==> src/rtl/fetch_ctrl.sv <==
// Front-end fetch sequencer: issues one 8-byte ICache request at a time, applies
// backend redirects, drops stale responses and presents the fetched pair to IF.
module fetch_ctrl #(
    parameter int unsigned          ADDR_W   = 32,
    parameter logic [ADDR_W-1:0]    RESET_PC = ADDR_W'(32'h1c000000)
) (
    input  logic              clk,
    input  logic              rst,
    input  logic              stall,
    input  logic              redirect_valid,
    input  logic [ADDR_W-1:0] redirect_pc,
    output logic              icache_req_valid,
    input  logic              icache_req_ready,
    output logic [ADDR_W-1:0] icache_req_addr,
    input  logic              icache_resp_valid,
    input  logic [31:0]       icache_resp_inst1,
    input  logic [31:0]       icache_resp_inst2,
    output logic [31:0]       inst_1_o,
    output logic [31:0]       inst_2_o,
    output logic [ADDR_W-1:0] pc_1_o,
    output logic [ADDR_W-1:0] pc_2_o,
    output logic              valid_1_o,
    output logic              valid_2_o,
    output logic              flush_o
);

    localparam int unsigned INST_W = 32;

    typedef enum logic [1:0] {
        S_REQ     = 2'd0,
        S_WAIT    = 2'd1,
        S_DISCARD = 2'd2,
        S_OUT     = 2'd3
    } state_e;

    state_e              state_q, state_d;
    logic [ADDR_W-1:0]   pc_q, pc_d;
    logic [INST_W-1:0]   inst_1_q, inst_1_d;
    logic [INST_W-1:0]   inst_2_q, inst_2_d;
    logic [ADDR_W-1:0]   pc_1_q, pc_1_d;
    logic [ADDR_W-1:0]   pc_2_q, pc_2_d;
    logic                valid_1_q, valid_1_d;
    logic                valid_2_q, valid_2_d;

    logic [ADDR_W-1:0]   redirect_aligned;
    logic [ADDR_W-1:0]   pc_step;
    logic [1:0]          redirect_lsb_unused;

    // Redirect targets are word aligned; the low two bits carry no meaning.
    assign redirect_aligned    = {redirect_pc[ADDR_W-1:2], 2'b00};
    assign redirect_lsb_unused = redirect_pc[1:0];

    // An odd-word fetch only delivers one instruction, so advance by 4 instead of 8.
    assign pc_step = pc_q[2] ? ADDR_W'(4) : ADDR_W'(8);

    assign icache_req_addr = {pc_q[ADDR_W-1:3], 3'b000};
    assign flush_o         = redirect_valid;

    assign inst_1_o  = inst_1_q;
    assign inst_2_o  = inst_2_q;
    assign pc_1_o    = pc_1_q;
    assign pc_2_o    = pc_2_q;
    assign valid_1_o = valid_1_q;
    assign valid_2_o = valid_2_q;

    // State and datapath registers.
    always_ff @(posedge clk or posedge rst) begin
        if (rst) begin
            state_q   <= S_REQ;
            pc_q      <= RESET_PC;
            inst_1_q  <= '0;
            inst_2_q  <= '0;
            pc_1_q    <= '0;
            pc_2_q    <= '0;
            valid_1_q <= 1'b0;
            valid_2_q <= 1'b0;
        end else begin
            state_q   <= state_d;
            pc_q      <= pc_d;
            inst_1_q  <= inst_1_d;
            inst_2_q  <= inst_2_d;
            pc_1_q    <= pc_1_d;
            pc_2_q    <= pc_2_d;
            valid_1_q <= valid_1_d;
            valid_2_q <= valid_2_d;
        end
    end

    // Next-state, request handshake and IF-register update.
    always_comb begin
        state_d          = state_q;
        pc_d             = pc_q;
        inst_1_d         = inst_1_q;
        inst_2_d         = inst_2_q;
        pc_1_d           = pc_1_q;
        pc_2_d           = pc_2_q;
        valid_1_d        = valid_1_q;
        valid_2_d        = valid_2_q;
        icache_req_valid = 1'b0;

        case (state_q)
            S_REQ: begin
                if (redirect_valid) begin
                    pc_d = redirect_aligned;
                end else begin
                    icache_req_valid = 1'b1;
                    if (icache_req_ready) begin
                        state_d = S_WAIT;
                    end
                end
            end

            S_WAIT: begin
                if (redirect_valid) begin
                    pc_d    = redirect_aligned;
                    state_d = icache_resp_valid ? S_REQ : S_DISCARD;
                end else if (icache_resp_valid) begin
                    inst_1_d  = pc_q[2] ? icache_resp_inst2 : icache_resp_inst1;
                    inst_2_d  = pc_q[2] ? INST_W'(0) : icache_resp_inst2;
                    pc_1_d    = pc_q;
                    pc_2_d    = pc_q + ADDR_W'(4);
                    valid_1_d = 1'b1;
                    valid_2_d = ~pc_q[2];
                    state_d   = S_OUT;
                end
            end

            // The in-flight response belongs to the old PC; swallow it.
            S_DISCARD: begin
                if (redirect_valid) begin
                    pc_d = redirect_aligned;
                end
                if (icache_resp_valid) begin
                    state_d = S_REQ;
                end
            end

            S_OUT: begin
                if (redirect_valid) begin
                    valid_1_d = 1'b0;
                    valid_2_d = 1'b0;
                    pc_d      = redirect_aligned;
                    state_d   = S_REQ;
                end else if (!stall) begin
                    valid_1_d = 1'b0;
                    valid_2_d = 1'b0;
                    pc_d      = pc_q + pc_step;
                    state_d   = S_REQ;
                end
            end

            default: begin
                state_d = S_REQ;
            end
        endcase
    end

endmodule

==> config.mk <==
export PLATFORM = sky130hd
export DESIGN_NAME = fetch_ctrl
export DESIGN_NICKNAME = d
export VERILOG_FILES = /design/src/rtl/fetch_ctrl.sv
export SDC_FILE = /design/constraint.sdc
export NUM_CORES = 1
export LEC_CHECK = 0
export CORE_MARGIN = 2
export CORE_UTILIZATION = 46
export DETAILED_ROUTE_END_ITERATION = 7
export HOLD_SLACK_MARGIN = 0.08
export PLACE_DENSITY = 0.89
export SLEW_MARGIN = 10
export SYNTH_ARGS = -nofsm -noshare
export SYNTH_HDL_FRONTEND = slang
export SYNTH_SLANG_ARGS = --single-unit
==> constraint.sdc <==
create_clock -name clk -period 5.85 [get_ports clk]
set_input_delay 1.17 -clock clk [delete_from_list [all_inputs] [get_ports clk]]
set_output_delay 1.17 -clock clk [all_outputs]
set_load 0.01 [all_outputs]
# Word-level counts from Yosys, hierarchy flattened
# Cells that the tools add are included.
classes:
  reduce_logical: 7
  eq_ne: 11
  n_mux: 26
  n_addsub: 2
  bitwise: 2
ops:
  columns: ["operator", "n"]
  rows:
  - ["$mux 32", 5]
  - ["$pmux 32 s2", 1]
  - ["$add 32x3->32 const B", 1]
  - ["$add 32x4->32", 1]
  - ["$mux 2", 8]
  - ["$ne 2x2->1 const B", 5]
  - ["$mux 1", 8]
  - ["$pmux 2 s4", 1]
  - ["$ne 3x3->1 const B", 2]
  - ["$reduce_and 5->1", 1]
  - ["$eq 2x2->1 const B", 2]
  - ["$mux 4", 1]
  - ["$pmux 1 s2", 2]
  - ["$reduce_and 4->1", 1]
  - ["$reduce_and 3->1", 1]
  - ["$reduce_or 3->1", 1]
  - ["$eq 2x1->1 const B", 1]
  - ["$logic_not 2->1", 1]
  - ["$ne 2x1->1 const B", 1]
  - ["$not 1->1", 2]
  - ["$reduce_and 2->1", 1]
  - ["$reduce_bool 2->1", 1]
totals:
  word_cells: 56
  output_inout_bits: 164
  input_bits: 102
  regBits: 164

# Longest topological paths before layout
depth:
  word_depth: 5
  depth_mapped: 9
  depth_no_buf: 7

# Least setup slack after synthesis
# OpenSTA, ideal clock, no wires.
synth_timing:
  kind: "input -> output"
  startpoint: "input redirect_valid"
  endpoint: "output icache_req_valid"
  path_buffers: 2
  t_required_ps: 4680
  path_slack_ps: 2843
  arrival_ps: 1837
  cell_stages: 3
  cell_sequence: "clkbuf_1 > clkbuf_1 > nor3_1"
synth_via:
  elab_chain_len: 2
synth_lines:
  columns: ["item", "line_no", "text"]
  rows:
  - ["start: declaration", "10", "input logic redirect_valid,"]
  - ["$mux 1", "103", "if (redirect_valid) begin"]
  - ["$mux 1", "101", "case (state_q)"]
  - ["end: declaration", "12", "output logic icache_req_valid,"]
# No other way between the ends.

# Final worst setup path
# Ends and elaborated chain as after synthesis.

==> impl_metrics.csv <==
group,metric,value,unit
layout,final_cell_area,10800,sq um
power,finalPower,4040,uW
clock_tree,postCtsHoldBufs,0,
power,max-vdd-ir-drop,0.000205,V
grt,first_global_vias,6700,
power,p_comb_frac,0.326,
worst_setup_path,startpoint_type,"input port",
clock_tree,cts-buffers-inserted,17,
drt,postRouteAntennaNets,0,
sta,max_slew.worst_pin.slew,1.08,ns
worst_setup_path,crit_type,"input port to output port",
logic_synthesis,synthFlopType,"dfrtp_1",
drt,drt_iter0_drc,512,
worst_hold_path,hold_path_class,"flop to flop",
logic_synthesis,yosysTopAreaCellShare,0.496,
clock_tree,clockBufferDepth,2,
worst_setup_path,setup.worst_path.end_class,"output port",
worst_setup_path,crit_family,"buffers and inverters",
placement,dpl.hpwl,15900,microns
placement,gp_congestion,0.850,
power,p_seq_frac,0.399,
worst_setup_path,path_max_fanout,51,
die,coreArea,16600,sq um
run,maxCapViolations,0,
worst_setup_path,critPathSlowestCell,"clkdlybuf4s50_1",
layout,diodes,0,
sta,min_period,3.50,ns
worst_setup_path,cp.required,4.68,ns
sta,rsz0062_at_grt,"no",
clock_tree,cts-root-buf,"clkbuf_16",
logic_synthesis,synthesis.instances,853,
sta,hold_slack,0.474,ns
clock_tree,cts_tree,"yes",
grt,grt_max_degree,106,
logic_synthesis,seq_area_frac_synth,0.506,
worst_setup_path,max_stage_delay,0.58,ns
logic_synthesis,synth-async-reset-ratio,1.00,
die,die-area,18100,sq um
clock_tree,post_cts_buffers,0,
power,power_switching,1260,uW
grt,grt_overflow_total,0,
sta,tns,0,ns
placement,numPortBuffers,256,
clock_tree,clk-insertion-delay-late,0.43,ns
sta,finClkSkew,0.0113,ns
logic_synthesis,ys_ff_latch,158,
power,p_clk_frac,0.275,
logic_synthesis,syn_area,7820,sq um
power,p_int,2770,uW
logic_synthesis,synth_area_leaders,"dfrtp_1 (50%), nand2_1 (12%), o21ai_0 (7.3%)",
die,die_x,134,microns
power,p_leak,0.00465,uW
grt,grt.busiest_layer,"met2",
grt,antenna_found_initial,0,
worst_setup_path,arrival,2.33,ns
drt,wire_per_inst,17.4,microns
clock_tree,clkTransAtPathRegs,0.06,ns
sta,slew_headroom,0.276,
layout,nets,1152,
die,io_pins,266,
power,swShare,0.313,
clock_tree,cts-resized-gates,0,
status,outcome,"complete, no violations",
die,fp-row-count,47,
power,p_per_area,374,nW/um^2
logic_synthesis,avgSynthCellArea,9.17,sq um
grt,met2_usage,0.424,
grt,grt_pass1_wl,35300,microns
layout,area_growth,37.8,%
sta,finalCritPeriodShare,0.599,
drt,first_pass_iters,5,
clock_tree,h-tree-depth,4,
layout,fillCellCount,1329,
logic_synthesis,synth.largest_area_cell,"dfrtp_1",
layout,layout-drive-gt1-share,0.0650,
drt,drc,0,
logic_synthesis,synth-edff-count,0,
die,start_util,0.472,
logic_synthesis,yosysWarnings,0,
layout,final_core_util,0.650,
die,die_h,134,microns
sta,maxSlewViolCount,0,
worst_setup_path,critPathBufInv,3,
sta,fmax,286,MHz
drt,routed_via_density,5.35,
sta,finalSetupViolCount,0,
sta,hold_violations,0,
grt,grt_util_met3,0.0684,
worst_setup_path,crit_path_cell_trace,"buf_2, buf_4, nor3_1, clkdlybuf4s50_1",
grt,use_met1,0.304,
grt,track_usage,0.248,
placement,placed_area,10200,sq um
logic_synthesis,ys_types,58,
drt,via_count,6847,
drt,drt-total-wl,22300,microns
clock_tree,cts.sinks,158,
[cell type report]
class | count | area (sq um) | area share
Tap cell | 220 | 275 | 0.0255
Clock buffer | 17 | 425 | 0.0394
Clock inverter | 15 | 160 | 0.0149
Timing Repair Buffer | 262 | 2630 | 0.244
Multi-Input combinational cell | 599 | 3290 | 0.305
Inverter | 10 | 42.5 | 0.00394
Sequential cell | 158 | 3960 | 0.367
[flip-flops by register name (all words and copies together), names as in the netlist]
name,flops
inst_1_o,32
inst_2_o,32
pc_1_o,30
pc_2_o,30
pc_q,30
state_q,2
valid_1_o,1
valid_2_o,1
[metal layers]
layer / up-vias / wire length [microns]
li1: 3215 / -
met1: 3295 / 8810
met2: 294 / 11100
met3: 43 / 1780
met4: 0 / 582
met5: - / 0
[cell usage after synthesis (2+ instances only)]
master / number
and3_2: 3
inv_1: 9
a311oi_1: 5
nor2_1: 30
a21oi_1: 9
xnor2_1: 28
nand3_2: 2
and3_1: 8
mux2i_1: 32
nor4_1: 2
buf_1: 3
nand4_2: 2
clkbuf_1: 27
ha_1: 2
nor2b_1: 3
buf_4: 41
nand2b_1: 2
o221a_2: 4
a211oi_1: 4
and4_1: 4
xor2_1: 15
nor3_1: 18
o21ai_0: 114
nand2_1: 243
nand4_1: 12
nor4_2: 3
clkbuf_8: 5
nor4_4: 2
nand3_1: 16
dfrtp_1: 155
dfstp_2: 3
a221oi_1: 2
buf_2: 16
and2_1: 4
or2_2: 2
[layout by cell type (no fill, tap or decap), types with 4 or more instances in the layout]
cell and n:
o221a_2 4, nor2_1 30, xnor2_1 28, nand4_1 12, nand2_1 243, inv_1 8
clkdlybuf4s50_1 255, dfrtp_1 154, and4_1 4, a21oi_1 9, buf_4 4, inv_6 6
a211oi_1 4, and3_1 8, nor3_1 18, o21ai_0 114, nand3_1 15, clkbuf_16 17
and2_1 4, a311oi_1 5, xor2_1 15, conb_1 7, mux2i_1 32
[worst paths after layout]
| path | startpoint | end | slack, ns | depth (start not counted) |
|---|---|---|---|---|
| setup / recovery | redirect_valid | icache_req_valid | 2.35 | 4 |
| hold / removal | pc_1_o[3] | pc_1_o[3] | 0.47 | 2 |
| setup reg to reg | pc_q[2] | pc_q[25] | 2.57 | 7 |
| hold reg to reg | pc_1_o[3] | pc_1_o[3] | 0.47 | 2 |
| max in group asynchronous | rst | pc_q[26] | 3.68 | 3 |
| min in group asynchronous | rst | inst_2_o[26] | 1.23 | 2 |
[power by group through the flow]
stage	sequential, uW	clock, uW	combinational (uW)
5_1_grt	1650	1180	1420
3_3_place_gp	1610	0	1290
2_1_floorplan	1730	0	416
3_5_place_dp	1630	0	1320
4_1_cts	1610	1130	1330
6_report	1610	1110	1310
[metrics by stage]
step	cells	worst slack [ns]
after floorplan	859	0.422
after global placement	1249	2.35
after detailed placement	1249	2.33
after CTS	1281	2.33
after global routing	1281	2.26
final	1281	2.35
[kinds of logic (layout without fill, tap and decap cells)]
logic type                 after synthesis  after routing  synth area share
muxes                                   32             32            0.0409
other                                    1              7          0.000479
buffers and inverters                  102            304            0.0776
xor gates and xnor gates                43             43            0.0481
adders and majority gates                2              2           0.00320
and+or+nand+nor                        367            367             0.217
AOI/OAI and AO/OA                      148            148             0.107
DFF                                    158            158             0.506
[tightest hold or removal path, cell delays in order (launching register included)]
cell and delay (ns):
dfrtp_1 0.34, nand2_1 0.05, nand2_1 0.06
No activity file was read; power rests on OpenSTA's default activity.
